$ cat src/rtl/pe_spad_mac_pipe.sv
`timescale 1ns/1ps
`default_nettype none
// +----------------------------------------------------------------------------+
// | pe_spad_mac_pipe : 2-stage signed MAC / psum PE with scratchpad and drain  |
// | Optional macro SATURATE_EN: saturating stage-2 adds instead of wrapping.   |
// | Revision: 1.0                                                              |
// +----------------------------------------------------------------------------+
module pe_spad_mac_pipe #(
  parameter int DATA_W     = 16,
  parameter int PSUM_W     = 32,
  parameter int SPAD_DEPTH = 16
) (
  input  logic                          clk,
  input  logic                          reset_n,
  input  logic [1:0]                    mode,
  input  logic                          in_valid,
  output logic                          in_ready,
  input  logic [DATA_W-1:0]             filter_data,
  input  logic [DATA_W-1:0]             ifmap_data,
  input  logic [PSUM_W-1:0]             input_psum,
  output logic                          out_valid,
  input  logic                          out_ready,
  output logic [PSUM_W-1:0]             psum_out,
  output logic [$clog2(SPAD_DEPTH)-1:0] out_addr,
  output logic                          busy
);

  localparam int PTR_W = $clog2(SPAD_DEPTH);

  localparam logic [1:0] ST_IDLE  = 2'd0;
  localparam logic [1:0] ST_RUN   = 2'd1;
  localparam logic [1:0] ST_FLUSH = 2'd2;
  localparam logic [1:0] ST_DRAIN = 2'd3;

  localparam logic [1:0] M_ACC   = 2'd0;
  localparam logic [1:0] M_INIT  = 2'd1;
  localparam logic [1:0] M_PSUM  = 2'd2;
  localparam logic [1:0] M_DRAIN = 2'd3;

  logic [1:0]               state_q, state_d;
  logic [PTR_W-1:0]         ptr_q;
  logic                     s1_valid_q, s1_init_q, s2_valid_q;
  logic [PTR_W-1:0]         s1_ptr_q;
  logic signed [PSUM_W-1:0] s1_opnd_q, opnd_d;
  logic signed [PSUM_W-1:0] spad_q [SPAD_DEPTH];
  logic                     out_valid_q;
  logic [PSUM_W-1:0]        psum_out_q;
  logic [PTR_W-1:0]         out_addr_q;

  logic                     w_accept, w_load, w_drain_req, w_out_hs, w_last;
  logic                     w_pipe_empty, w_drain_start;
  logic signed [2*DATA_W-1:0] w_prod;
  logic signed [PSUM_W-1:0] w_old, w_wr_data;

  assign in_ready      = (state_q != ST_DRAIN);
  assign w_accept      = in_valid & in_ready;
  assign w_load        = w_accept & (mode != M_DRAIN);
  assign w_drain_req   = w_accept & (mode == M_DRAIN);
  assign w_out_hs      = out_valid_q & out_ready;
  assign w_last        = (out_addr_q == PTR_W'(SPAD_DEPTH - 1));
  assign w_pipe_empty  = ~s1_valid_q & ~s2_valid_q;
  assign w_drain_start = (state_q == ST_FLUSH) & (state_d == ST_DRAIN);

  assign w_prod = $signed({{DATA_W{filter_data[DATA_W-1]}}, filter_data}) *
                  $signed({{DATA_W{ifmap_data[DATA_W-1]}}, ifmap_data});
  assign opnd_d = (mode == M_PSUM) ? $signed(input_psum) : PSUM_W'(w_prod);
  assign w_old  = spad_q[s1_ptr_q];

`ifdef SATURATE_EN
  logic [PSUM_W:0]   w_sum_wide;
  logic              w_ovf;
  logic              sat_q;
  logic [PSUM_W-1:0] w_sat_val;

  assign w_sum_wide = {w_old[PSUM_W-1], w_old} + {s1_opnd_q[PSUM_W-1], s1_opnd_q};
  assign w_ovf      = w_sum_wide[PSUM_W] ^ w_sum_wide[PSUM_W-1];
  assign w_sat_val  = w_sum_wide[PSUM_W] ? {1'b1, {(PSUM_W-1){1'b0}}}
                                         : {1'b0, {(PSUM_W-1){1'b1}}};
  assign w_wr_data  = s1_init_q ? s1_opnd_q :
                      (w_ovf ? $signed(w_sat_val) : $signed(w_sum_wide[PSUM_W-1:0]));

  // Sticky overflow indication, cleared once a full drain completes.
  always_ff @(posedge clk or negedge reset_n) begin
    if (!reset_n) begin
      sat_q <= 1'b0;
    end else if (w_out_hs && w_last) begin
      sat_q <= 1'b0;
    end else if (s1_valid_q && !s1_init_q && w_ovf) begin
      sat_q <= 1'b1;
    end
  end
`else
  assign w_wr_data = s1_init_q ? s1_opnd_q : (w_old + s1_opnd_q);
`endif

  always_comb begin
    state_d = state_q;
    case (state_q)
      ST_IDLE: begin
        if (w_drain_req)  state_d = ST_FLUSH;
        else if (w_load)  state_d = ST_RUN;
      end
      ST_RUN: begin
        if (w_drain_req)                       state_d = ST_FLUSH;
        else if (!w_accept && w_pipe_empty)    state_d = ST_IDLE;
      end
      ST_FLUSH: begin
        if (w_pipe_empty && !w_load)           state_d = ST_DRAIN;
      end
      ST_DRAIN: begin
        if (w_out_hs && w_last)                state_d = ST_IDLE;
      end
      default: state_d = ST_IDLE;
    endcase
  end

  always_ff @(posedge clk or negedge reset_n) begin
    if (!reset_n) begin
      state_q    <= ST_IDLE;
      ptr_q      <= '0;
      s1_valid_q <= 1'b0;
      s1_init_q  <= 1'b0;
      s1_ptr_q   <= '0;
      s1_opnd_q  <= '0;
      s2_valid_q <= 1'b0;
    end else begin
      state_q    <= state_d;
      s1_valid_q <= w_load;
      s2_valid_q <= s1_valid_q;
      if (w_load) begin
        s1_init_q <= (mode == M_INIT);
        s1_ptr_q  <= ptr_q;
        s1_opnd_q <= opnd_d;
        ptr_q     <= ptr_q + PTR_W'(1);
      end else if (w_out_hs && w_last) begin
        ptr_q     <= '0;
      end
    end
  end

  // Stage-2 writes and drain clears never coincide: drain only runs with the pipe empty.
  always_ff @(posedge clk or negedge reset_n) begin
    if (!reset_n) begin
      for (int i = 0; i < SPAD_DEPTH; i++) spad_q[i] <= '0;
    end else begin
      if (s1_valid_q) spad_q[s1_ptr_q] <= w_wr_data;
      if (w_out_hs)   spad_q[out_addr_q] <= '0;
    end
  end

  always_ff @(posedge clk or negedge reset_n) begin
    if (!reset_n) begin
      out_valid_q <= 1'b0;
      out_addr_q  <= '0;
      psum_out_q  <= '0;
    end else if (w_drain_start) begin
      out_valid_q <= 1'b1;
      out_addr_q  <= '0;
      psum_out_q  <= spad_q[0];
    end else if (w_out_hs) begin
      if (w_last) begin
        out_valid_q <= 1'b0;
      end else begin
        out_addr_q  <= out_addr_q + PTR_W'(1);
        psum_out_q  <= spad_q[out_addr_q + PTR_W'(1)];
      end
    end
  end

  assign out_valid = out_valid_q;
  assign psum_out  = psum_out_q;
  assign out_addr  = out_addr_q;
  assign busy      = s1_valid_q | s2_valid_q | (state_q == ST_FLUSH) | (state_q == ST_DRAIN);

endmodule
`default_nettype wire

$ cat config.mk
export PLATFORM = sky130hd
export DESIGN_NAME = pe_spad_mac_pipe
export DESIGN_NICKNAME = d
export VERILOG_FILES = /design/src/rtl/pe_spad_mac_pipe.sv
export SDC_FILE = /design/constraint.sdc
export NUM_CORES = 2
export LEC_CHECK = 0
export BUFFER_PORTS_ARGS = -buffer_cell sky130_fd_sc_hd__buf_2
export CAP_MARGIN = 30
export CORE_MARGIN = 1
export CORE_UTILIZATION = 68
export CTS_BUF_LIST = sky130_fd_sc_hd__clkbuf_4 sky130_fd_sc_hd__clkbuf_8
export CTS_CLUSTER_SIZE = 24
export DETAILED_ROUTE_END_ITERATION = 16
export PLACE_DENSITY = 0.86
export SKIP_CTS_REPAIR_TIMING = 1
export SKIP_LAST_GASP = 1
export SYNTH_ARGS = -nofsm -noshare
export SYNTH_HDL_FRONTEND = slang
export SYNTH_SLANG_ARGS = --single-unit
$ cat constraint.sdc
create_clock -name clk -period 8.8 [get_ports clk]
set_input_delay 2.64 -clock clk [delete_from_list [all_inputs] [get_ports clk]]
set_output_delay 2.64 -clock clk [all_outputs]
set_load 0.02 [all_outputs]
==> impl_results.md <==
* Clock Sink Count at 594
* Initial drt markers at 5537
* Status: finished clean
* Number of synthesized flops with an enable pin at 0
* Area of the placeable core at 0.0619 sq mm
* Aggregate negative setup slack at 0 ns
* Slew Limit Fails at 0
* Largest area contributor in the synthesized netlist: dfrtp_1
* Final-stage net count at 4605
* Share of the synthesized area in the top cell type at 34.8%
* Max clock buf depth at 3
* Total clock buffers created by CTS at 96
* Fill count at 3949
* Clock latency on the worst-skew pair at 0.76 ns
* Slew Limit Headroom at 24.2%
* Class of the tightest hold or removal check: register to register
* # IOs at 109
* Height of the die at 253 um
* # rows at 91
* Area taken by multi-input logic gates at 0.0257 sq mm
* Maximum Capacitance Violations at 0
* CP Launch Point: filter_data[7]
* Beginning of the worst register-to-register path: s1_ptr_q[0]
* Final worst setup slack at 0.898 ns
* Synth-to-layout area growth at 8.26%
* Routed length per instance at 26.8 um
* Area of the die at 0.0638 sq mm
* H-tree Lvls at 3
* Floorplan die width at 253 um
* Final min period at 7.90 ns
* Biggest fanout along the worst timing path at 16
* Clock transition at the registers of the reported paths at 0.07 ns
* Tcrit/Tclk final at 89.8%
* Post-detailed-routing wire length at 136000 um
* Buffers on Ports at 108
* Setup repair after global routing missed its margin: no
* Hold Violations, Final at 0
* Sequential area share after synthesis at 34.8%
* Post-synth design cell area at 0.0427 sq mm
* Crit path launch type: input pin
* Element type at the critical path end: register
* Estimated wirelength of the detail-placed design at 87600 um
* Footprint of the flip-flops and latches at 0.0149 sq mm
* Maximum number of pins on one net before global-route repair at 145
* Number of design rule violations left after detail routing at 0
* Share of layout cells above drive strength 1 at 17.6%
* Ys async rst share at 100%
* Instance count after placement with tap cells included at 4892
* Wire length of the first global-routing pass at 212000 um
* Fmax achieved at 127 MHz
* Residual overflow from global routing at 0
* Residual antenna-violating net count after detailed routing at 0
* Hold path start: ptr_q[3]
* Arrival time of the worst setup path at 8.51 ns
* Kind of critical path: input pin to register
* Global-route total usage across every layer at 44.1%
* Instance count of the mapped netlist at 4196
* Total number of yosys warnings at 0
* Vias in the first global route at 37300
* Data required time at the worst endpoint at 9.40 ns
* Detail-routed via count per cell at 7.16
* Total of flip-flops plus latches after synthesis at 594
* Effective utilization at floorplan at 69.0%
* Final Non-Filler Cells at 5071
* Final count of negative-setup-slack endpoints at 0
* TritonCTS clock tree: built
* Routed vias at 36300
* Main synth FF type: dfrtp_1
* First-pass iteration count of the detailed router at 13
* Worst clock skew at 0.0455 ns
* Root buf cell: clkbuf_8
* Pre-CTS setup slack at 0.237 ns
* Final weighted congestion of routability-driven global placement at 0.968
* Number of distinct library cell variants in the gate-level netlist after synthesis at 67
* R2R setup slack at 2.83 ns
* Measured slew at the worst slew-check pin at 1.13 ns
* Number of antenna violations at the first check in global routing at 5
* Ranking of synthesized cells by area: dfrtp_1 35%, mux4_2 15%, fa_1 12%
* Mean Syn Cell Area at 10.2 sq um
* Total nets after synthesis at 4647
==> layout by cell type (no fill, tap or decap), types with 17 or more instances in the layout <==
cell | synthesis | final
nor2_1 | 449 | 423
o21ai_0 | 244 | 244
mux4_2 | 291 | 291
fa_1 | 263 | 263
a21oi_2 | 13 | 17
clkbuf_8 | 0 | 123
nand3_1 | 81 | 80
buf_4 | 0 | 81
dfrtp_1 | 594 | 589
a211oi_1 | 297 | 297
nor3_1 | 37 | 29
buf_2 | 11 | 107
o211ai_1 | 28 | 28
xnor2_1 | 40 | 39
a21oi_1 | 253 | 249
o21ai_1 | 40 | 39
xor2_1 | 26 | 25
clkbuf_4 | 0 | 27
inv_1 | 303 | 303
a31oi_1 | 35 | 34
and3_1 | 33 | 33
a21o_1 | 34 | 34
and2_1 | 125 | 124
nand2_1 | 440 | 440
ha_1 | 118 | 117
==> stage by stage <==
| step | util, % | hold WS, ns | instance area (sq um) |
|---|---|---|---|
| after global routing | 74.7 | 0.550 | 46300 |
| after floorplan | - | 0.352 | 42700 |
| after detailed placement | 71.2 | 0.513 | 44100 |
| after CTS | 74.6 | 0.527 | 46200 |
| final | 74.7 | 0.528 | 46300 |
| after global placement | 71.1 | 0.499 | 44000 |
==> per-layer routing <==
layer / part of all wire (%) / wire (um) / GRT usage (%) / up-vias
met5: 0.040 / 55 / 0 / -
met4: 7.4 / 10100 / 27.7 / 8
met3: 15 / 20200 / 16.3 / 852
met2: 44 / 60500 / 65.7 / 3129
met1: 33 / 45100 / 54.9 / 17600
li1: - / - / - / 14700
==> worst max-delay path, cell delays in order <==
cell and delay, ns:
buf_2 0.28, nand2_1 0.13, fa_1 0.56, inv_1 0.06, fa_1 0.51, inv_1 0.06, fa_1 0.53, inv_1 0.05
fa_1 0.49, fa_1 0.50, inv_1 0.05, fa_1 0.47, inv_1 0.04, ha_1 0.36, nand4_1 0.10, a2111oi_0 0.38
a22oi_1 0.23, o221ai_1 0.29, nand4_1 0.12, and4b_1 0.24, a21oi_1 0.20, xnor2_1 0.14, o21ai_0 0.09
==> cells by family (layout without fill, tap and decap cells) <==
kind of cell    count (synthesis)  after routing  synth area share (%)
flops                         594            594                  34.8
simple gates                 1214           1214                  12.3
fa+ha+maj                     381            381                  15.8
xor+xnor                       67             67                  1.39
mux                           303            303                  15.6
buf+inv                       643            679                  5.72
other cells                     0              2                     0
compound gates                994            994                  14.4
==> Yosys cell counts, types with 118 or more instances <==
cell / number
inv_1: 303
dfrtp_1: 594
mux4_2: 291
nor2_1: 449
and2_1: 125
a21oi_1: 253
clkbuf_1: 299
nand2_1: 440
o21ai_0: 244
fa_1: 263
a211oi_1: 297
ha_1: 118
==> layout make-up <==
class	instances	area share, %
antenna	2	0.0108
tap	837	2.26
inverter	303	2.46
clock buffer	150	4.10
timing repair buffer	200	2.95
clock inverter	26	0.498
multi-input combinational	2959	55.6
sequential	594	32.2
==> flip-flops by register name, summed over array words and instances, names as in the netlist <==
name,cells
spad_q,512
psum_out,32
s1_opnd_q,32
out_addr,4
ptr_q,4
s1_ptr_q,4
state_q,2
out_valid,1
s1_init_q,1
s1_valid_q,1
s2_valid_q,1
==> final timing paths <==
| check | endpoint | cells after the start |
|---|---|---|
| worst max-delay path | s1_opnd_q[24] | 23 |
| worst min-delay path | s1_ptr_q[3] | 2 |
| worst max register to register | spad_q[238] | 13 |
| worst min register to register | s1_ptr_q[3] | 2 |
| max in group asynchronous | out_addr[0] | 2 |
| min in group asynchronous | s1_ptr_q[0] | 1 |
Power is left out: the tool's default activity adds up to more than one toggle a clock period on the data nets, which glitch-free logic cannot reach.
